`config.mk`:
```
export PLATFORM = sky130hd
export DESIGN_NAME = ps2_tx
export DESIGN_NICKNAME = d
export VERILOG_FILES = /design/src/rtl/ps2_pkg.sv /design/src/rtl/ps2_line_sync.sv /design/src/rtl/ps2_tx.sv
export SDC_FILE = /design/constraint.sdc
export NUM_CORES = 1
export LEC_CHECK = 0
export ABC_AREA = 1
export BUFFER_PORTS_ARGS = -buffer_cell sky130_fd_sc_hd__buf_2
export CORE_AREA = 4 4 93 95
export DETAILED_ROUTE_END_ITERATION = 10
export DIE_AREA = 0 0 97 99
export GPL_TIMING_DRIVEN = 0
export PLACE_DENSITY = 0.66
export SETUP_SLACK_MARGIN = 0.1
export SLEW_MARGIN = 20
export SYNTH_ARGS = -nofsm -noshare
export SYNTH_HDL_FRONTEND = slang
export SYNTH_SLANG_ARGS = --single-unit
```
`constraint.sdc`:
```
create_clock -name clk_in -period 1.44 [get_ports clk_in]
set_input_delay 0.216 -clock clk_in [delete_from_list [all_inputs] [get_ports clk_in]]
set_output_delay 0.216 -clock clk_in [all_outputs]
set_load 0.03 [all_outputs]
```
`src/rtl/ps2_pkg.sv`:
```
// Shared PS/2 definitions: transmitter states, frame geometry and a
// microsecond-to-cycle conversion used to size timers from clock frequency.
package ps2_pkg;

  typedef enum logic [2:0] {
    ST_IDLE,
    ST_INHIBIT,
    ST_RTS,
    ST_SEND,
    ST_ACK,
    ST_WAIT_IDLE,
    ST_RECOVER
  } ps2_state_t;

  // A host frame is start + 8 data + parity + stop, plus the device's ack edge.
  localparam int PS2_FRAME_EDGES = 11;
  localparam int PS2_DATA_BITS   = 8;

  // 64-bit intermediate keeps long timeouts at high clock rates from overflowing.
  function automatic int us_to_cycles(input longint clk_hz, input longint us);
    return int'((clk_hz * us) / 64'sd1_000_000);
  endfunction

endpackage

```
`src/rtl/ps2_line_sync.sv`:
```
// Two-flop synchronizer plus falling-edge detect for one PS/2 line.
// Flops reset high because idle PS/2 lines are pulled up.
module ps2_line_sync (
  input  logic clk_in,
  input  logic rst_in,
  input  logic line_in,
  output logic sync_out,
  output logic fall_out
);

  logic meta_q, meta_d;
  logic sync_q, sync_d;
  logic prev_q, prev_d;

  // Shift the raw line through the metastability stages and keep one old sample.
  always_comb begin
    meta_d = line_in;
    sync_d = meta_q;
    prev_d = sync_q;
  end

  // Synchronizer and edge-history registers.
  always_ff @(posedge clk_in or negedge rst_in) begin
    if (!rst_in) begin
      meta_q <= 1'b1;
      sync_q <= 1'b1;
      prev_q <= 1'b1;
    end else begin
      meta_q <= meta_d;
      sync_q <= sync_d;
      prev_q <= prev_d;
    end
  end

  assign sync_out = sync_q;
  assign fall_out = prev_q & ~sync_q;

endmodule

```
`src/rtl/ps2_tx.sv`:
```
// Host-to-device PS/2 transmitter. Inhibits the bus, issues request-to-send,
// shifts out {parity, data} on device clock falls, checks the ack bit and
// reports done or error exactly once per accepted byte.
module ps2_tx
  import ps2_pkg::*;
#(
  parameter int CLK_FREQ_HZ      = 100_000_000,
  parameter int INHIBIT_US       = 100,
  parameter int START_TIMEOUT_US = 15000,
  parameter int FRAME_TIMEOUT_US = 2000
) (
  input  logic       clk_in,
  input  logic       rst_in,
  input  logic [7:0] data_in,
  input  logic       valid_in,
  output logic       ready_out,
  output logic       busy_out,
  output logic       done_out,
  output logic       error_out,
  input  logic       ps2_clk_in,
  input  logic       ps2_data_in,
  output logic       ps2_clk_oe_out,
  output logic       ps2_data_oe_out
);

  localparam int INHIBIT_CYC = us_to_cycles(longint'(CLK_FREQ_HZ), longint'(INHIBIT_US));
  localparam int START_CYC   = us_to_cycles(longint'(CLK_FREQ_HZ), longint'(START_TIMEOUT_US));
  localparam int FRAME_CYC   = us_to_cycles(longint'(CLK_FREQ_HZ), longint'(FRAME_TIMEOUT_US));
  localparam int MAX_A       = (START_CYC > FRAME_CYC) ? START_CYC : FRAME_CYC;
  localparam int MAX_CYC     = (MAX_A > INHIBIT_CYC) ? MAX_A : INHIBIT_CYC;
  localparam int CNT_W       = $clog2(MAX_CYC + 1);

  // Terminal counts are compared against the value held during the last cycle.
  localparam logic [CNT_W-1:0] INHIBIT_LAST = CNT_W'(INHIBIT_CYC - 1);
  localparam logic [CNT_W-1:0] START_LAST   = CNT_W'(START_CYC - 1);
  localparam logic [CNT_W-1:0] FRAME_LAST   = CNT_W'(FRAME_CYC - 1);
  localparam logic [CNT_W-1:0] CNT_SAT      = '1;

  // Fall count at which the parity bit has just gone out; the next fall is the stop bit.
  localparam logic [3:0] PARITY_EDGE = 4'(PS2_DATA_BITS + 1);
  localparam logic [3:0] STOP_EDGE   = 4'(PS2_FRAME_EDGES - 1);
  localparam logic [3:0] ACK_EDGE    = 4'(PS2_FRAME_EDGES);

  logic sync_clk, clk_fall;
  logic sync_data, data_fall_unused;

  ps2_line_sync u_clk_sync (
    .clk_in   (clk_in),
    .rst_in   (rst_in),
    .line_in  (ps2_clk_in),
    .sync_out (sync_clk),
    .fall_out (clk_fall)
  );

  ps2_line_sync u_data_sync (
    .clk_in   (clk_in),
    .rst_in   (rst_in),
    .line_in  (ps2_data_in),
    .sync_out (sync_data),
    .fall_out (data_fall_unused)
  );

  ps2_state_t       state_q, state_d;
  logic [CNT_W-1:0] cnt_q, cnt_d, cnt_inc;
  logic [3:0]       bit_cnt_q, bit_cnt_d;
  logic [8:0]       shift_q, shift_d;
  logic             clk_oe_q, clk_oe_d;
  logic             data_oe_q, data_oe_d;
  logic             ready_q, ready_d;
  logic             busy_q, busy_d;
  logic             done_q, done_d;
  logic             error_q, error_d;

  // Next-state, line-drive and status logic; timeouts take priority over falls.
  always_comb begin
    cnt_inc   = (cnt_q == CNT_SAT) ? cnt_q : cnt_q + CNT_W'(1);
    state_d   = state_q;
    cnt_d     = cnt_inc;
    bit_cnt_d = bit_cnt_q;
    shift_d   = shift_q;
    clk_oe_d  = clk_oe_q;
    data_oe_d = data_oe_q;
    done_d    = 1'b0;
    error_d   = 1'b0;

    case (state_q)
      ST_IDLE: begin
        clk_oe_d  = 1'b0;
        data_oe_d = 1'b0;
        if (valid_in) begin
          shift_d   = {~^data_in, data_in};
          cnt_d     = '0;
          bit_cnt_d = '0;
          clk_oe_d  = 1'b1;
          state_d   = ST_INHIBIT;
        end
      end
      ST_INHIBIT: begin
        if (cnt_q == INHIBIT_LAST) begin
          clk_oe_d  = 1'b0;
          data_oe_d = 1'b1;
          cnt_d     = '0;
          state_d   = ST_RTS;
        end
      end
      ST_RTS: begin
        if (cnt_q == START_LAST) begin
          data_oe_d = 1'b0;
          error_d   = 1'b1;
          state_d   = ST_RECOVER;
        end else if (clk_fall) begin
          data_oe_d = ~shift_q[0];
          bit_cnt_d = 4'd1;
          cnt_d     = '0;
          state_d   = ST_SEND;
        end
      end
      ST_SEND: begin
        if (cnt_q == FRAME_LAST) begin
          data_oe_d = 1'b0;
          error_d   = 1'b1;
          state_d   = ST_RECOVER;
        end else if (clk_fall) begin
          if (bit_cnt_q == PARITY_EDGE) begin
            data_oe_d = 1'b0;
            bit_cnt_d = STOP_EDGE;
            state_d   = ST_ACK;
          end else begin
            shift_d   = {1'b0, shift_q[8:1]};
            data_oe_d = ~shift_q[1];
            bit_cnt_d = bit_cnt_q + 4'd1;
          end
        end
      end
      ST_ACK: begin
        if (cnt_q == FRAME_LAST) begin
          error_d = 1'b1;
          state_d = ST_RECOVER;
        end else if (clk_fall) begin
          bit_cnt_d = ACK_EDGE;
          if (!sync_data) begin
            state_d = ST_WAIT_IDLE;
          end else begin
            error_d = 1'b1;
            state_d = ST_RECOVER;
          end
        end
      end
      ST_WAIT_IDLE: begin
        if (cnt_q == FRAME_LAST) begin
          error_d = 1'b1;
          state_d = ST_RECOVER;
        end else if (sync_clk && sync_data) begin
          done_d  = 1'b1;
          state_d = ST_IDLE;
        end
      end
      ST_RECOVER: begin
        clk_oe_d  = 1'b0;
        data_oe_d = 1'b0;
        state_d   = ST_IDLE;
      end
      default: begin
        clk_oe_d  = 1'b0;
        data_oe_d = 1'b0;
        state_d   = ST_IDLE;
      end
    endcase

    ready_d = (state_d == ST_IDLE);
    busy_d  = ~ready_d;
  end

  // State and registered outputs; reset releases both lines immediately.
  always_ff @(posedge clk_in or negedge rst_in) begin
    if (!rst_in) begin
      state_q   <= ST_IDLE;
      cnt_q     <= '0;
      bit_cnt_q <= '0;
      shift_q   <= '0;
      clk_oe_q  <= 1'b0;
      data_oe_q <= 1'b0;
      ready_q   <= 1'b1;
      busy_q    <= 1'b0;
      done_q    <= 1'b0;
      error_q   <= 1'b0;
    end else begin
      state_q   <= state_d;
      cnt_q     <= cnt_d;
      bit_cnt_q <= bit_cnt_d;
      shift_q   <= shift_d;
      clk_oe_q  <= clk_oe_d;
      data_oe_q <= data_oe_d;
      ready_q   <= ready_d;
      busy_q    <= busy_d;
      done_q    <= done_d;
      error_q   <= error_d;
    end
  end

  assign ready_out       = ready_q;
  assign busy_out        = busy_q;
  assign done_out        = done_q;
  assign error_out       = error_q;
  assign ps2_clk_oe_out  = clk_oe_q;
  assign ps2_data_oe_out = data_oe_q;

endmodule

```
==> metrics <==
status=complete, but fails checks; violated checks=setup timing; CTS tree=done; worst slew pin tran=between 0.5 and 0.6 ns; crit path max fanout=4; die width=between 90 and 100 um; Worst-path clk slew=about 0.09 ns; Antenna Nets Post-Route=0; GRT Residual Overflow=0; Post-Synthesis Cell Area=between 3000 and 4000 um2; Sequential Area=1220 um2; Avg Synthesized Cell Area=7.39 um2; slack of the worst reg-to-reg path=-0.30 ns; Yosys cell types=36; final RePlAce weighted congestion=roughly 0.96; nets=about 490; Iteration-0 DRC Markers=approximately 230; met3 usage in global routing=2.76%; critical path launch point type=flop; final setup margin=-0.302 ns; DRC=0; min-delay worst type=in2reg; Synth async-reset ratio=100%; dpl cells=530; detailed-placement wirelength estimate=5.31 mm; largest net degree at the start of global routing=49; die footprint=roughly 9600 um2; layout cells sized above 1=41.6%; Post-Route WL=roughly 8.4 mm; final cell utilization of the core=54.2%; antenna fix cells=0; Initial Util=39.2%; initial antenna violation count=0; Seq/Total Area, Yosys=roughly 40%; register bit total from synthesis=48; multi-input combinational cell area=approximately 2000 um2; H-tree depth=2; CP endpoint kind=flop; period utilization=121%; Mapped Cells=between 400 and 500; Worst slew margin=60.1%; top post-synthesis cells by area=dfrtp_1, nand2_1, nor2_1, nand3_1, dfstp_2; WP data arrival=slightly below 2 ns; Clock Sinks=48; port buffer count=18; path type of the worst setup path=reg2reg; Final setup viols=42; Placed Area=3320 um2; DR vias/cell=just over 5; Area Overhead vs Synth=38.2%; placement row count=32; clock tree buffer depth=2; Finished Cell Area=4190 um2; highest clock rate=roughly 570 MHz; Yosys top cell area share=approximately a third; first drt pass iteration count=4; M2 GR Usage=a little under a third; max-slew violation count=0; number of global-route vias before repair=~2900; Die H=about 100 um; WL/cell=between 10 and 15 um; Hold Vio Cnt, Final=0; clock skew=around 0.01 ns; largest area contributor in the synthesized netlist=dfrtp_1; hold_ws=roughly 0.22 ns; main flop type after synthesis=dfrtp_1; Final Power=roughly 2.5 mW; global-route usage over all layers=about 17%; number of flops mapped to enable cells by yosys=0; Tmin final=1.74 ns; fill cell count=around 700; vias=between 2000 and 3000; Peak supply drop=0.332 mV; IO Count=19; RSZ-0062 raised after global routing=true; first-pass GRT wire length=13.8 mm; busiest grt layer=met2; synthesized net count=about 430; Critical Path RT=about 1.6 ns; Core Footprint=~7700 um2; worst skew pair latency=roughly 0.31 ns; static leakage=between 1.5 and 2 nW; Cell Count, Final, Fillers Out=between 500 and 600; CTS root buf=clkbuf_8; max_cap viols=0; GR Util met1=between 20% and 30%; synth warn=0; Inserted Clock Buffers=5; PwrDens=608 nW/um2
## Yosys cell counts, drive strengths merged, types with 2 or more instances
library cell and count:
buf 6, dfstp 6, xnor2 8, ha 3
nand2 102, inv 43, xor2 7, nand3 42
nor2 78, o21ai 10, dfrtp 42, nand4 14
nor3 10, or2 2, nor4 2, a31oi 2
o31ai 7, a21oi 15, a22oi 6
## path summary, 6_finish.rpt
path / from / endpoint / depth (start not counted)
max: cnt_q[1]$_DFF_PN0_ / cnt_q[14]$_DFF_PN0_ / 9
max in group asynchronous: rst_in / state_q[2]$_DFF_PN0_ / 2
max reg2reg: cnt_q[1]$_DFF_PN0_ / cnt_q[14]$_DFF_PN0_ / 9
min: data_in[1] / shift_q[1]$_DFFE_PN0P_ / 3
min reg2reg: u_data_sync.meta_q$_DFF_PN1_ / u_data_sync.sync_out$_DFF_PN1_ / 0
min in group asynchronous: rst_in / cnt_q[2]$_DFF_PN0_ / 2
## through the flow
step / TNS [ns] / setup slack (ns)
floorplan: -1.12 / -0.0649
global placement: -10.15 / -0.332
detailed placement: -10.51 / -0.326
CTS: -6.32 / -0.202
global route: -12.85 / -0.384
finish: -8.45 / -0.302
## cell families (layout without fill, tap and decap cells)
family                     count (synthesis)  in the layout  synth area share [%]
AOI/OAI and AO/OA                         42             42                  8.71
xor gates and xnor gates                  15             15                  4.33
adders and majority gates                  3              3                  1.24
buffers and inverters                     50            117                  7.02
DFF                                       48             48                  39.9
and+or+nand+nor                          252            253                  38.8
## per-layer routing
layer | vias up | part of all wire [%]
li1 | 1473 | -
met1 | 1447 | 44
met2 | 60 | 51
met3 | 17 | 3.2
met4 | 0 | 2.3
met5 | - | 0
## cell type report
cell class                      count  share of cell area, %
Buffer                              6                   1.43
Clock buffer                        6                   1.97
Clock inverter                      2                  0.926
Inverter                           44                   3.94
Multi-Input combinational cell    313                   48.4
Sequential cell                    48                   29.1
Tap cell                          102                   3.05
Timing Repair Buffer               59                   11.2
## cells in the final DEF (no fill, tap or decap), drive strengths merged, types with 3 or more instances in the layout
cell type | synthesis | layout
ha | 3 | 3
inv | 43 | 43
buf | 6 | 62
clkbuf | 0 | 6
xor2 | 7 | 7
o21ai | 10 | 10
nor3 | 10 | 10
nor2 | 78 | 78
o31ai | 7 | 7
dlygate4sd3 | 0 | 3
nand2 | 102 | 102
xnor2 | 8 | 8
dfrtp | 42 | 42
a21oi | 15 | 15
nand3 | 42 | 43
dfstp | 6 | 6
a22oi | 6 | 6
nand4 | 14 | 14
## report_power, final
| group | switching [mW] | leakage [nW] | internal [mW] |
|---|---|---|---|
| combinational | 0.0712 | 1.30 | 0.0552 |
| sequential | 0.00423 | 0.580 | 1.36 |
| clock | 0.490 | 0.0614 | 0.569 |
## registers in the layout, indices dropped and copies added, names as in the netlist
register,count
done_out,1
u_clk_sync.prev_q,1
cnt_q,21
bit_cnt_q,4
u_clk_sync.sync_out,1
error_out,1
busy_out,1
u_data_sync.meta_q,1
u_data_sync.sync_out,1
shift_q,9
ps2_data_oe_out,1
state_q,3
ps2_clk_oe_out,1
u_clk_sync.meta_q,1
ready_out,1
## worst max-delay path, cell delays in order (launching register included)
cell and delay, ns:
dfrtp_1 0.41, ha_4 0.19, nand3_2 0.10, nor2_4 0.23
buf_6 0.14, inv_2 0.03, nor2_4 0.14, buf_4 0.13
xor2_1 0.14, a22oi_1 0.10
## what timing repair did
item                                    CTS  global route
resized for setup                        73            39
endpoints found under the hold margin     2            42
hold buffers                              2             1
setup buffers                            29             8
endpoints found under the setup margin   43            43
gates cloned                              3             0
pin swaps                                18            13
No activity file was read; power rests on OpenSTA's default activity.
